## config.mk

```make
export PLATFORM = sky130hd
export DESIGN_NAME = solver_scheduler
export DESIGN_NICKNAME = d
export VERILOG_FILES = /design/src/rtl/solver_scheduler.sv
export SDC_FILE = /design/constraint.sdc
export NUM_CORES = 1
export LEC_CHECK = 0
export ABC_CLOCK_PERIOD_IN_PS = 2000
export BUFFER_PORTS_ARGS = -buffer_cell sky130_fd_sc_hd__buf_2
export CAP_MARGIN = 20
export CORE_AREA = 2 2 196 198
export CTS_CLUSTER_DIAMETER = 60
export DETAILED_ROUTE_END_ITERATION = 8
export DIE_AREA = 0 0 198 200
export SLEW_MARGIN = 15
export SYNTH_ARGS = -nofsm -noshare
export SYNTH_HDL_FRONTEND = slang
export SYNTH_SLANG_ARGS = --single-unit
```

## constraint.sdc

```tcl
create_clock -name Clk -period 2 [get_ports Clk]
set_input_delay 0.2 -clock Clk [delete_from_list [all_inputs] [get_ports Clk]]
set_output_delay 0.2 -clock Clk [all_outputs]
set_load 0.05 [all_outputs]
```

## src/rtl/solver_scheduler.sv

```systemverilog
// solver_scheduler: round-robin sequencer for the shared Solver (optional counters: SOLVER_SCHED_CNT_EN)
module solver_scheduler #(
  parameter int LATENCY = 2
) (
  input  logic        Clk,
  input  logic        Rst_n,
  input  logic        enc_req_valid,
  input  logic [59:0] enc_req_data,
  output logic        enc_req_ready,
  input  logic        dec_req_valid,
  input  logic [77:0] dec_req_data,
  output logic        dec_req_ready,
  input  logic        gen_req_valid,
  output logic        gen_req_ready,
  output logic        rsp_valid,
  input  logic        rsp_ready,
  output logic [1:0]  rsp_src,
  output logic [77:0] rsp_data,
  output logic [59:0] sol_data_1_80,
  output logic [77:0] sol_data_2_96,
  output logic [1:0]  sol_work_2,
  input  logic [77:0] sol_output_1_96,
  input  logic [59:0] sol_output_2_80,
  output logic        busy
`ifdef SOLVER_SCHED_CNT_EN
  ,
  output logic [15:0] cnt_enc,
  output logic [15:0] cnt_dec,
  output logic [15:0] cnt_gen
`endif
);
  typedef enum logic [1:0] {IDLE, WAIT, RESP} state_t;
  state_t state, state_nxt;
  logic [1:0] rr_ptr, grant, c0, c1, c2;
  logic [3:0] valids;
  logic [3:0] cnt;
  logic granted, accept;
  function automatic logic [1:0] nxt(input logic [1:0] p);
    return p == 2'd2 ? 2'd0 : p + 2'd1;
  endfunction
  assign valids = {1'b0, gen_req_valid, dec_req_valid, enc_req_valid};
  // round-robin search starting at rr_ptr; work code equals source code so rsp_src doubles as the op
  always_comb begin
    c0 = rr_ptr;
    c1 = nxt(c0);
    c2 = nxt(c1);
    granted = |valids;
    grant = valids[c0] ? c0 : valids[c1] ? c1 : c2;
    accept = state == IDLE && granted;
    enc_req_ready = accept && grant == 2'd0;
    dec_req_ready = accept && grant == 2'd1;
    gen_req_ready = accept && grant == 2'd2;
    rsp_valid = state == RESP;
    busy = state != IDLE;
    sol_work_2 = state == WAIT ? rsp_src : 2'b11;
    state_nxt = state == IDLE ? (granted ? WAIT : IDLE)
              : state == WAIT ? (cnt == 4'd1 ? RESP : WAIT)
              : (rsp_ready ? IDLE : RESP);
  end
  // state register
  always_ff @(posedge Clk or negedge Rst_n)
    if (!Rst_n) state <= IDLE;
    else state <= state_nxt;
  // operand load on accept, latency countdown and result capture
  always_ff @(posedge Clk or negedge Rst_n) begin
    if (!Rst_n) begin
      rr_ptr <= 2'd0;
      rsp_src <= 2'd0;
      rsp_data <= '0;
      sol_data_1_80 <= '0;
      sol_data_2_96 <= '0;
      cnt <= '0;
    end else begin
      if (accept) begin
        if (grant == 2'd0) sol_data_1_80 <= enc_req_data;
        if (grant == 2'd1) sol_data_2_96 <= dec_req_data;
        rsp_src <= grant;
        cnt <= LATENCY[3:0];
        rr_ptr <= nxt(grant);
      end
      if (state == WAIT) begin
        cnt <= cnt - 4'd1;
        if (cnt == 4'd1) rsp_data <= rsp_src == 2'd0 ? sol_output_1_96 : {18'b0, sol_output_2_80};
      end
    end
  end
`ifdef SOLVER_SCHED_CNT_EN
  logic hs;
  assign hs = rsp_valid && rsp_ready;
  // per-source saturating response counters
  always_ff @(posedge Clk or negedge Rst_n) begin
    if (!Rst_n) begin
      cnt_enc <= '0;
      cnt_dec <= '0;
      cnt_gen <= '0;
    end else if (hs) begin
      if (rsp_src == 2'd0 && cnt_enc != 16'hFFFF) cnt_enc <= cnt_enc + 16'd1;
      if (rsp_src == 2'd1 && cnt_dec != 16'hFFFF) cnt_dec <= cnt_dec + 16'd1;
      if (rsp_src == 2'd2 && cnt_gen != 16'hFFFF) cnt_gen <= cnt_gen + 16'd1;
    end
  end
`endif
endmodule

```

==> reports/qor.csv, run 1 <==
metric;value;unit
status;finished, violations left;
failing checks;setup timing;
setup TNS;-6.86;ns
unrepaired setup endpoints after global routing;true;
Routed WL per cell;16.1;um
DP HPWL;20500;um
CP Launch Type;flop;
register area share after synthesis;62.4;%
Port Buffer Count;506;
final hold violations;0;
average size of a mapped cell;13.2;um^2
first-pass GRT wire length;48700;um
Post-Syn Area;9060;um^2
Slew @ Worst Pin;0.669;ns
Synth Instances;685;
Max-Cap Viols;0;
Nets;1800;
combined area of the multi-input logic cells;3310;um^2
routability congestion estimate;0.769;
combinational power share;57.9;%
VDD IR max;0.000855;V
Cell Rows;71;
Bufs on Longest Clock Path;3;
grt ovf;0;
post-DR vias/cell;4.22;
post-synthesis net count;969;
die height;200;um
f_max;457;MHz
DRT iter0 DRCs;190;
Routed Wire Length;33000;um
htree depth;1;
Unique masters post-synth;29;
crit share post-route;110;%
Post-synth EDFFs;0;
final setup fails;48;
clock sinks;226;
core area;37400;um^2
FF/Latch Area;5660;um^2
placed cell count;1705;
number of global-route vias before repair;9219;
initial antenna violation count;3;
Fill cells;3314;
Slew HR;55.4;%
Synth Register Bits;226;
worst hold-check path type;in2reg;
Yosys top cell area share;62.4;%
CTS clk-pin slew, worst paths;0.06;ns
Yosys top cell by area;dfrtp_1;
io pins;507;
register share of total power;26.0;%
Post-synth top cells;dfrtp_1, mux2_2, nand2_1;
Synth Flop Type;dfrtp_1;
Final Core Density;44.6;%
Cell Int Power;15.9;mW
Critical Path AT;1.99;ns
largest net degree at the start of global routing;95;
Chip Width;198;um
Final min period;2.19;ns
TritonCTS clock tree;done;
Ys Warns;0;
most frequent cell after synthesis;dfrtp_1;
DR vias;8649;
crit path max fanout;7;
switching share of power;49.3;%
Switching Power;15.5;mW
post-route insts no fill;2051;
Tot Pwr;31.4;mW
CP Class;reg2out;
Layout area overhead;84.1;%
Worst-Skew Late Latency;0.55;ns
layout cells sized above 1;49.8;%
Pleak;8.37;nW
First-pass DRT Iterations;4;
Pwr Density;1880;nW/um^2
Slew Viols, Final;0;
FFs w/ async S/R, synth;100;%
Max Clock Skew;0.0124;ns
Worst EP required;1.80;ns
Setup WS post-layout;-0.190;ns
GRT Util Overall;15.6;%
Initial Util;24.2;%
Total Die Area;39600;um^2
Final ANT Viol Nets;0;
Crit. End Element;primary output;
Synth area leaders;dfrtp_1, mux2_2, mux2i_1;
detailed-route DRC error count;0;
clock share of power;16.1;%
CTS buffer count;28;
Root Buffer;clkbuf_16;
-- flip-flops by register name (all words and copies together), names as in the netlist --
register / count
c0: 2
cnt: 4
rsp_data: 78
rsp_src: 2
sol_data_1_80: 60
sol_data_2_96: 78
state: 2
-- timing repair --
item                       CTS  global route
hold buffers               269             0
resized for setup           32            20
hold endpoints to repair   275             0
cloned                       1             6
setup endpoints to repair    3           133
pin swaps                    6             6
setup buffers               14             7
-- layer usage --
layer | GRT usage (%) | vias up | share of wire, %
met1 | 16.9 | 4152 | 38
met3 | 4.03 | 65 | 7.4
met4 | 6.15 | 0 | 3.0
li1 | - | 4052 | -
met5 | 0 | - | 0
met2 | 29.1 | 380 | 51
-- cell families (layout without fill, tap and decap cells) --
group / Yosys count / in the layout / synth area share [%]
simple gates: 123 / 123 / 5.65
mux: 199 / 199 / 23.9
flops: 226 / 226 / 62.4
other cells: 0 / 3 / 0
xor+xnor: 1 / 1 / 0.0966
buf+inv: 44 / 896 / 2.59
compound gates: 90 / 90 / 5.12
fa+ha+maj: 2 / 2 / 0.276
-- final timing paths --
path                                          start                 to  slack, ns  depth (start not counted)
worst max-delay path                          c0[1]      enc_req_ready      -0.19                          7
worst min-delay path            sol_output_2_80[10]       rsp_data[10]       0.01                          3
worst max register to register                c0[1]  sol_data_1_80[53]      -0.19                          9
worst min register to register         rsp_data[61]       rsp_data[61]       0.47                          2
max in group asynchronous                     Rst_n  sol_data_1_80[16]       1.05                          3
min in group asynchronous                     Rst_n   sol_data_2_96[4]       0.25                          2
-- cell usage in the layout (no fill, tap or decap), types with 2 or more instances in the layout --
master,instances
buf_8,4
dfrtp_2,2
nor3_1,2
nand2_1,101
nor2_1,5
bufinv_16,2
mux2i_1,61
mux2_2,116
buf_4,38
buf_2,502
buf_16,2
clkbuf_8,5
o21ai_0,84
inv_1,3
inv_8,2
dlygate4sd3_1,269
buf_6,5
clkbuf_16,34
clkbuf_1,5
diode_2,3
clkinv_2,6
ha_1,2
or2_4,2
inv_6,2
nor2_4,2
mux2_4,17
a21o_1,3
dfrtp_1,224
mux2_1,5
nand2b_1,2
buf_12,16
-- cell type report --
type	count	area share (%)
Clock inverter	12	0.780
Timing Repair Buffer	841	36.6
Clock buffer	39	4.87
Antenna cell	3	0.0450
Tap cell	511	3.83
Sequential cell	226	33.9
Inverter	4	0.120
Multi-Input combinational cell	415	19.8
-- worst max-delay path, cell delays in order (launching register included) --
cell,delay (ns)
dfrtp_2,0.47
nor4_4,0.29
nor3_2,0.09
o211ai_1,0.13
buf_4,0.16
clkbuf_16,0.14
clkinv_4,0.04
buf_8,0.14
-- power groups by stage --
| stage | clock, mW | combinational, mW | sequential, mW |
|---|---|---|---|
| floorplan | 0 | 4.64 | 15.8 |
| detailed placement | 0 | 16.7 | 8.12 |
| finish | 5.07 | 18.2 | 8.17 |
| global placement | 0 | 16.5 | 8.06 |
| global route | 5.44 | 19.1 | 8.44 |
| CTS | 5.26 | 17.8 | 8.09 |
-- stage by stage --
| step | area (um^2) | hold WS, ns | setup slack [ns] |
|---|---|---|---|
| after CTS | 16500 | 0.000554 | -0.245 |
| after floorplan | 9130 | -0.0956 | -0.118 |
| after global routing | 16700 | 0.0391 | -0.281 |
| final | 16700 | 0.0136 | -0.190 |
| after global placement | 12600 | 0.239 | 0.0869 |
| after detailed placement | 12600 | 0.251 | 0.0511 |
Note: power is estimated with default switching activity, not from simulation.
==> run 2, diff against run 1 <==
--- a/config.mk
+++ b/config.mk
@@ -6,7 +6,7 @@
 export NUM_CORES = 1
 export LEC_CHECK = 0
 export ABC_CLOCK_PERIOD_IN_PS = 2000
-export BUFFER_PORTS_ARGS = -buffer_cell sky130_fd_sc_hd__buf_2
+export BUFFER_PORTS_ARGS = -buffer_cell sky130_fd_sc_hd__clkbuf_2
 export CAP_MARGIN = 20
 export CORE_AREA = 2 2 196 198
 export CTS_CLUSTER_DIAMETER = 60
==> run 2 against run 1 <==
The flow still finishes with violations (setup timing). Die area stayed put. Wire length up 1.3%. Sequential cell count is the same. Worst hold slack gained 0.0059 ns. Clock skew is 0.0023 ns higher. Design area up 0.26%. Setup slack improved by 0.0091 ns. Clock-buffer cell count is 1 lower. Critical path depth fell by 1.
==> reports/qor.csv, run 2 (synthesis gave the netlist of run 1 again) <==
metric;value;unit
status;finished, violations left;
failing checks;setup timing;
Tot Pwr;31.9;mW
Critical Path AT;1.98;ns
detailed-route DRC error count;0;
commonest non-fill, non-tap cell in the layout;clkbuf_2;
initial antenna violation count;1;
f_max;458;MHz
VDD IR max;0.000997;V
biggest regs;rsp_data: 78 flops, sol_data_2_96: 78 flops, sol_data_1_80: 60 flops;
hold slack final;0.0195;ns
Root Buffer;clkbuf_16;
Worst Setup SP;c0[1];
Crit. End Element;primary output;
core area;37400;um^2
hold_sp;sol_output_2_80[59];
Slew Viols, Final;0;
Slew HR;67.9;%
Total Die Area;39600;um^2
clock sinks;226;
Port Buffer Count;506;
grt ovf;0;
unrepaired setup endpoints after global routing;true;
htree depth;1;
Critical R2R Launch;c0[1];
final hold violations;0;
DP HPWL;20800;um
Layout area overhead;84.5;%
Max-Cap Viols;0;
post-DR vias/cell;4.23;
Chip Width;198;um
first-pass GRT wire length;48900;um
Nets;1786;
Worst-Skew Late Latency;0.53;ns
Bufs on Longest Clock Path;3;
First-pass DRT Iterations;4;
io pins;507;
Slew @ Worst Pin;0.482;ns
Fill cells;3314;
layout cells sized above 1;49.3;%
Cell Rows;71;
CTS clk-pin slew, worst paths;0.06;ns
Final ANT Viol Nets;0;
Placement Setup Slack;0.0472;ns
Worst EP required;1.80;ns
Routed WL per cell;16.4;um
crit share post-route;109;%
die height;200;um
Final min period;2.18;ns
Routed Wire Length;33400;um
CTS buffer count;26;
number of global-route vias before repair;9135;
DR vias;8592;
crit path max fanout;7;
TritonCTS clock tree;done;
Setup WS post-layout;-0.181;ns
largest net degree at the start of global routing;95;
Max Clock Skew;0.0147;ns
Pleak;8.60;nW
final setup fails;46;
Initial Util;24.2;%
CP Class;reg2out;
CP Launch Type;flop;
n_diodes;0;
routability congestion estimate;0.788;
most frequent cells in the layout;clkbuf_2, dlygate4sd3_1, dfrtp_1;
GRT Util Overall;15.7;%
Pwr Density;1900;nW/um^2
DRT iter0 DRCs;168;
worst hold-check path type;in2reg;
run 2: layout make-up:
type                            instances  area, um^2  share of cell area (%)
Timing Repair Buffer                  829        6060                    36.2
Sequential cell                       226        5660                    33.8
Multi-Input combinational cell        415        3470                    20.8
Clock buffer                           38         757                    4.53
Tap cell                              511         639                    3.82
Clock inverter                          8         123                   0.733
Inverter                                4        17.5                   0.105
run 2: worst paths after layout:
check	to	slack (ns)	cells past startpoint
max reg2reg	sol_data_1_80[5]	-0.08	8
min reg2reg	rsp_data[73]	0.48	2
min	rsp_data[59]	0.02	3
max in group asynchronous	c0[0]	1.06	3
min in group asynchronous	sol_data_2_96[17]	0.20	2
max	enc_req_ready	-0.18	6
run 2: critical path: stages (launching register included):
cell	delay, ns
dfrtp_2	0.47
nor4bb_4	0.32
nor3_2	0.09
o211ai_1	0.16
clkbuf_16	0.22
inv_4	0.04
clkbuf_16	0.16
run 2: metrics by stage:
| stage | setup TNS, ns | std cells | cell area [um^2] | util [%] |
|---|---|---|---|---|
| final | -2.85 | 2031 | 16700 | 44.7 |
| after global routing | -6.86 | 2031 | 16700 | 44.7 |
| after CTS | -6.70 | 2026 | 16400 | 44.0 |
| after detailed placement | 0 | 1701 | 12500 | 33.5 |
| after global placement | 0 | 1701 | 12500 | 33.5 |
| after floorplan | -8.73 | 685 | 9130 | - |
run 2: metal layers:
metal	GRT usage (%)	part of all wire (%)	vias up
met5	0	0.027	-
met4	6.74	3.6	2
met3	3.83	7.3	76
met2	29.0	51	401
met1	17.3	38	4115
li1	-	-	3998
run 2: repair_timing:
action,4_1_cts,5_1_grt
endpoints found under the hold margin,288,0
setup endpoints to repair,5,124
hold buffers,264,0
pin swaps,4,2
setup buffers,14,4
resized for setup,59,47
gates cloned,1,5
run 2: report_power, final:
part           leakage (nW)  internal (mW)  switching (mW)
Sequential             2.72           6.90            1.38
Combinational          5.45           6.26            12.4
Clock                 0.433           3.00            1.88
Total                  8.60           16.2            15.7
==> run 3, diff against run 2 <==
--- a/config.mk
+++ b/config.mk
@@ -9,9 +9,10 @@
 export BUFFER_PORTS_ARGS = -buffer_cell sky130_fd_sc_hd__clkbuf_2
 export CAP_MARGIN = 20
 export CORE_AREA = 2 2 196 198
-export CTS_CLUSTER_DIAMETER = 60
+export CTS_CLUSTER_DIAMETER = 100
 export DETAILED_ROUTE_END_ITERATION = 8
 export DIE_AREA = 0 0 198 200
+export RECOVER_POWER = 100
 export SLEW_MARGIN = 15
 export SYNTH_ARGS = -nofsm -noshare
 export SYNTH_HDL_FRONTEND = slang
==> run 3 against run 2 <==
The flow finishes with violations (hold timing, capacitance limit, slew limit, setup timing). Register-to-register slack worse by 0.07 ns. Setup slack better by 0.027 ns. Cell count up 0.49%. Worst hold slack worse by 0.044 ns. First-iteration DRC count unchanged. Critical path type is now reg2reg. Largest power group unchanged.
==> reports/qor.csv, run 3 (synthesis gave the netlist of run 1 again) <==
metric;value;unit
worst hold-check path type;in2reg;
CP Class;reg2reg;
Worst EP required;2.41;ns
DRT iter0 DRCs;168;
Placement Setup Slack;0.0472;ns
Port Buffer Count;506;
crit share post-route;108;%
Pleak;8.16;nW
routability congestion estimate;0.788;
CP Launch Type;flop;
crit path max fanout;7;
Critical Path AT;2.56;ns
f_max;464;MHz
dpl cell area;12500;um^2
clock share of power;14.8;%
VDD IR max;0.000783;V
first-pass GRT wire length;47700;um
post-DR vias/cell;4.26;
core area;37400;um^2
Setup WS post-layout;-0.154;ns
Design Area, Final;16700;um^2
detailed-route DRC error count;0;
grt ovf;0;
most frequent cells in the layout;clkbuf_2, dlygate4sd3_1, clkbuf_1;
number of global-route vias before repair;9032;
GRT Util Overall;15.4;%
status;finished, violations left;
Cell Int Power;16.1;mW
TritonCTS clock tree;done;
First-pass DRT Iterations;6;
clock sinks;226;
io pins;507;
Max-Cap Viols;1;
Final min period;2.15;ns
Total Die Area;39600;um^2
layout cells sized above 1;35.8;%
Tot Pwr;32.0;mW
Nets;1794;
Initial Util;24.2;%
Pwr Density;1910;nW/um^2
combinational power share;59.2;%
htree depth;1;
switching share of power;49.7;%
Switching Power;15.9;mW
Routed Wire Length;34800;um
hold slack final;-0.0246;ns
Max Clock Skew;0.0116;ns
Slew HR;-1.23;%
Worst-Skew Late Latency;0.52;ns
commonest non-fill, non-tap cell in the layout;clkbuf_2;
die height;200;um
failing checks;hold timing, capacitance limit, slew limit, setup timing;
Final ANT Viol Nets;0;
biggest regs;rsp_data: 78 flops, sol_data_2_96: 78 flops, sol_data_1_80: 60 flops;
CTS buffer count;26;
largest net degree at the start of global routing;95;
Final Core Density;44.7;%
unrepaired setup endpoints after global routing;true;
Routed WL per cell;17.0;um
Slew Viols, Final;55;
DP HPWL;20800;um
Layout area overhead;84.5;%
Fill cells;3432;
Root Buffer;clkbuf_16;
register share of total power;26.0;%
final hold violations;1;
CTS clk-pin slew, worst paths;0.06;ns
DR vias;8692;
final setup fails;79;
Slew @ Worst Pin;1.52;ns
Crit. End Element;flop;
Bufs on Longest Clock Path;3;
Cell Rows;71;
Chip Width;198;um
initial antenna violation count;2;
==> run 3: cell types whose count changed in the layout (fill, tap and decap cells not counted), moves of 2 or more <==
cell	delta
buf_4	-6
clkbuf_2	-213
mux2_2	-54
buf_12	-2
clkbuf_1	+223
dlygate4sd3_1	-7
mux2_4	+60
buf_8	+2
mux2_1	-6
buf_6	+8
clkbuf_16	+2
clkbuf_4	+3
==> run 3: path summary, 6_finish.rpt <==
path                                startpoint           endpoint  slack, ns  cells after the start
max in group asynchronous                Rst_n              c0[1]       0.30                      3
hold reg to reg                   rsp_data[22]       rsp_data[22]       0.47                      2
setup reg to reg                         c0[1]  sol_data_1_80[58]      -0.15                      9
min in group asynchronous                Rst_n   sol_data_2_96[4]       0.60                      2
setup / recovery                         c0[1]  sol_data_1_80[58]      -0.15                      9
hold / removal             sol_output_1_96[31]       rsp_data[31]      -0.02                      3
==> run 3: power groups by stage <==
stage | logic [mW] | clock network [mW] | registers (mW)
2_1_floorplan | 4.64 | 0 | 15.8
3_3_place_gp | 16.5 | 0 | 8.13
3_5_place_dp | 16.7 | 0 | 8.21
4_1_cts | 17.6 | 4.86 | 8.18
5_1_grt | 19.8 | 5.07 | 8.58
6_report | 18.9 | 4.74 | 8.32
==> run 3: metal layers <==
layer	up-vias	GRT usage, %	share of wire (%)
met1	4186	16.7	39
met3	79	3.75	7.3
li1	4015	-	-
met2	410	28.2	50
met5	-	0	0.026
met4	2	7.27	4.0
==> run 3: final cells by class <==
class	instances	area [um^2]	area share, %
Tap cell	511	639	3.82
Sequential cell	226	5660	33.8
Clock buffer	41	778	4.65
Multi-Input combinational cell	415	3690	22.1
Clock inverter	6	80.1	0.479
Antenna cell	1	2.50	0.0150
Timing Repair Buffer	837	5860	35.0
Inverter	4	17.5	0.105
==> run 3: what timing repair did <==
item,CTS,global route
pin swaps,5,5
resized for setup,25,154
endpoints found under the hold margin,271,0
gates cloned,1,8
setup endpoints to repair,4,129
hold buffers,257,0
buffers inserted,12,19
==> run 3: metrics by stage <==
| stage | setup TNS (ns) | instances |
|---|---|---|
| 5_1_grt | -16.22 | 2040 |
| 6_report | -5.37 | 2041 |
| 4_1_cts | -10.93 | 2018 |
| 2_1_floorplan | -8.73 | 685 |
| 3_3_place_gp | 0 | 1701 |
| 3_5_place_dp | 0 | 1701 |
==> run 3: worst max-delay path, cell delays in order (launching register included) <==
cell and delay (ns):
dfrtp_2 0.47, nor4_4 0.30, nor3_2 0.09, o211ai_1 0.16, clkbuf_16 0.22, buf_6 0.09
buf_12 0.14, buf_12 0.14, buf_8 0.13, mux2_4 0.30
